<file path="src/rtl/mux_n_to_1_scan.sv">
// Registered N-to-1 multiplexer with a valid/ready output stage and optional auto-scan.
// Define MUX_SCAN_EN to add the mode port and the round-robin scan counter.
module mux_n_to_1_scan #(
  parameter int WIDTH = 8,
  parameter int N     = 4
) (
  input  logic                   clk,
  input  logic                   rst,
  input  logic [N*WIDTH-1:0]     a,
  input  logic [$clog2(N)-1:0]   s,
`ifdef MUX_SCAN_EN
  input  logic                   mode,
`endif
  input  logic                   in_valid,
  output logic                   in_ready,
  output logic [WIDTH-1:0]       out,
  output logic [$clog2(N)-1:0]   out_ch,
  output logic                   out_err,
  output logic                   out_valid,
  input  logic                   out_ready
);

  localparam int SEL_W = $clog2(N);
  localparam logic [SEL_W:0] CH_LIM = (SEL_W+1)'(N);

  typedef enum logic {EMPTY = 1'b0, FULL = 1'b1} state_t;

  state_t             state_q;
  state_t             state_d;
  logic               xfer_p0;
  logic [SEL_W-1:0]   ch_p0;
  logic               in_range_p0;
  logic [WIDTH-1:0]   data_p0;

  function automatic logic [WIDTH-1:0] pick_channel(input logic [N*WIDTH-1:0] v,
                                                    input logic [SEL_W-1:0]   idx);
    logic [WIDTH-1:0] r;
    r = '0;
    for (int k = 0; k < N; k++) begin
      if (idx == SEL_W'(k)) r = v[k*WIDTH +: WIDTH];
    end
    return r;
  endfunction

  assign out_valid = (state_q == FULL);
  assign in_ready  = !out_valid || out_ready;
  assign xfer_p0   = in_valid && in_ready;

`ifdef MUX_SCAN_EN
  logic [SEL_W-1:0] scan_cnt;

  assign ch_p0 = mode ? scan_cnt : s;

  // Wraps at N-1 so the scanned index is always a real channel.
  always_ff @(posedge clk or posedge rst) begin
    if (rst) begin
      scan_cnt <= '0;
    end else if (xfer_p0 && mode) begin
      scan_cnt <= (scan_cnt == SEL_W'(N - 1)) ? '0 : scan_cnt + 1'b1;
    end
  end
`else
  assign ch_p0 = s;
`endif

  assign in_range_p0 = ({1'b0, ch_p0} < CH_LIM);
  assign data_p0     = in_range_p0 ? pick_channel(a, ch_p0) : '0;

  always_ff @(posedge clk or posedge rst) begin
    if (rst) state_q <= EMPTY;
    else     state_q <= state_d;
  end

  always_comb begin
    state_d = state_q;
    case (state_q)
      EMPTY:   if (xfer_p0) state_d = FULL;
      FULL:    if (!xfer_p0 && out_ready) state_d = EMPTY;
      default: state_d = EMPTY;
    endcase
  end

  // p0 -> output register
  always_ff @(posedge clk or posedge rst) begin
    if (rst) begin
      out     <= '0;
      out_ch  <= '0;
      out_err <= 1'b0;
    end else if (xfer_p0) begin
      out     <= data_p0;
      out_ch  <= ch_p0;
      out_err <= !in_range_p0;
    end
  end

endmodule

</file>
<file path="config.mk">
export PLATFORM = sky130hd
export DESIGN_NAME = mux_n_to_1_scan
export DESIGN_NICKNAME = d
export VERILOG_FILES = /design/src/rtl/mux_n_to_1_scan.sv
export SDC_FILE = /design/constraint.sdc
export NUM_CORES = 1
export LEC_CHECK = 0
export ABC_CLOCK_PERIOD_IN_PS = 2400
export CAP_MARGIN = 20
export CORE_MARGIN = 4
export CORE_UTILIZATION = 34
export CTS_CLUSTER_DIAMETER = 150
export CTS_CLUSTER_SIZE = 24
export DETAILED_ROUTE_END_ITERATION = 16
export PLACE_DENSITY = 0.88
export SETUP_SLACK_MARGIN = 0.05
export SYNTH_ARGS = -nofsm -noshare
export SYNTH_HDL_FRONTEND = slang
export SYNTH_SLANG_ARGS = --single-unit
export TNS_END_PERCENT = 100
</file>
<file path="constraint.sdc">
create_clock -name clk -period 2.4 [get_ports clk]
set_input_delay 0.24 -clock clk [delete_from_list [all_inputs] [get_ports clk]]
set_output_delay 0.24 -clock clk [all_outputs]
set_load 0.02 [all_outputs]
</file>
==> results.ini <==
[pwr]
p_total_mw = 0.604
power_density_nw_per_um2 = 530
p_leak_nw = 0.443
ir_drop_mv = 0.291

[synth]
synth-compound-area-share = 0
synth_fa_ha_area_frac = 0
synth_top_family_by_area = multiplexers
yosys.area.top_type_share = 0.448
synth-seq-area-share = 0.448
yosys_warnings = 0
yosys.area_share.simple = 0.0265
synth_xor_area_frac = 0
synth.net_count = 75
synth-seq-cells = 11
synthTopCellsByArea = dfrtp_1, mux4_2, mux2_2, nand2b_1, buf_6
synth_cell_types = 10
syn_area_um2 = 614
muxShareOfSynthArea = 0.477
syn_area_per_cell_um2 = 16.6
syn_inst = 37
yosys.area.top_type = dfrtp_1

[finish]
nets = 126
syn_to_final_growth_pct = 85.5
diodes = 0
final_common_cell = clkdlybuf4s50_1
drive_gt1_frac = 0.241
mostFrequentLayoutCells = clkdlybuf4s50_1, dfrtp_1, mux2_2, mux4_2, clkbuf_4

[timing]
skew_ns = 0.00103
min_period_ns = 1.78
relSlewSlack = 0.624
setup_tns_ns = 0
finalCritPeriodShare = 0.741
finalMaxSlewViolations = 0
rsz0062_at_grt = false
setup-violations-final = 0
worst_slew_pin_slew_ns = 0.562
hold_viol = 0
fmax_ghz = 0.562

[drt]
avgViaCountPerCell = 4.72
drt_pass1_iterations = 2
drc = 0
drt_iter0_drc = 2
vias = 529
ant_nets = 0
drt_wl_total_um = 1580
wl_per_cell_um = 14.1

[clock_tree]
h-tree-depth = 1
clkSinkCount = 11
clock_latency_ns = 0.26
ctsHoldBuffers = 0
clock_path_buffers = 2
cts_tree = done
cts_buffers = 3
cts_resized = 0
postCtsSetupRepairBufs = 0
root_buffer = clkbuf_4
clk_pin_slew_ns = 0.07

[floorplanning]
ios = 51
start_util = 0.356
core_um2 = 1730
fp.dieArea_um2 = 2550
std_cell_rows = 15
die_w_um = 50.5
die_h_um = 50.5

[setup_path]
crit_path_end_kind = register
slowest_delay_ns = 0.83
worstPathMaxFanout = 9
cpLargestDelayFamily = multiplexers
crit_type = primary input to register
crit_chain = clkdlybuf4s50_1, mux4_2, mux2_2
critical_path_required_ns = 2.55
worst_ep_arrival_time_ns = 1.93
startpoint = s[0]
worst_r2r_startpoint = out_valid$_DFF_PP0_
critPathBufInv = 1
cp-start-kind = primary input
crit_slowest_cell = clkdlybuf4s50_1

[global_routing]
grt_pass1_wl_um = 2510
grt_max_degree = 12
track_usage = 0.137
grt_pass1_vias = 578
antenna_found_initial = 0
grt-ovfl-total = 0

[place]
io_buffers = 49
gp_congestion = 0.641

[outcome]
outcome = finished clean

[run]
cap_violations = 0

[worst_hold_path]
hold_path_class = primary input to async pin

==> report_power, final <==
| part | internal, mW | switching [mW] | total [mW] |
|---|---|---|---|
| Clock | 0.0642 | 0.0588 | 0.123 |
| Sequential | 0.218 | 0.0158 | 0.234 |
| Combinational | 0.156 | 0.0909 | 0.247 |
==> synth_stat cells <==
cell type / number
conb_1: 1
dfrtp_1: 11
buf_4: 1
buf_1: 1
inv_1: 1
buf_6: 1
nand2_1: 1
mux4_2: 8
nand2b_1: 2
mux2_2: 10
==> flip-flops by register name, indices dropped and copies added, names as in the netlist <==
signal	count
out_ch	2
out_valid	1
out	8
==> final timing paths <==
path                                            to  slack [ns]  cells past startpoint
min in group clk                out[0]$_DFFE_PP0P_        0.51                      1
worst max-delay path            out[7]$_DFFE_PP0P_        0.62                      3
worst min register to register  out[0]$_DFFE_PP0P_        0.51                      1
worst min-delay path            out[3]$_DFFE_PP0P_        0.27                      2
worst max register to register  out[7]$_DFFE_PP0P_        1.12                      3
max in group asynchronous       out[0]$_DFFE_PP0P_        1.84                      2
==> layout make-up <==
type | instances | area (um2)
Inverter | 1 | 3.75
Timing Repair Buffer | 49 | 490
Fill cell | 139 | 587
Tap cell | 25 | 31.3
Multi-Input combinational cell | 22 | 313
Clock buffer | 4 | 26.3
Sequential cell | 11 | 275
==> cells by family after synthesis <==
logic type	Yosys count
other	1
muxes	18
and+or+nand+nor	3
DFF	11
buffers and inverters	4
==> routing by layer <==
| metal | routed length [um] | vias up | global-route usage |
|---|---|---|---|
| met4 | 6 | 0 | 0.0673 |
| li1 | - | 240 | - |
| met5 | 0 | - | 0 |
| met1 | 645 | 247 | 0.155 |
| met2 | 730 | 40 | 0.230 |
| met3 | 196 | 2 | 0.0445 |
==> per-stage QoR <==
step / utilization / hold slack [ns] / std cells / area [um2] / worst slack [ns]
6_report: 0.660 / 0.268 / 112 / 1140 / 0.621
5_1_grt: 0.660 / 0.311 / 112 / 1140 / 0.545
4_1_cts: 0.660 / 0.275 / 112 / 1140 / 0.584
3_5_place_dp: 0.645 / 0.492 / 108 / 1110 / 0.296
3_3_place_gp: 0.645 / 0.486 / 108 / 1110 / 0.348
2_1_floorplan: - / 0.0924 / 37 / 614 / 0.957
Power figures use the tool's default switching activity.
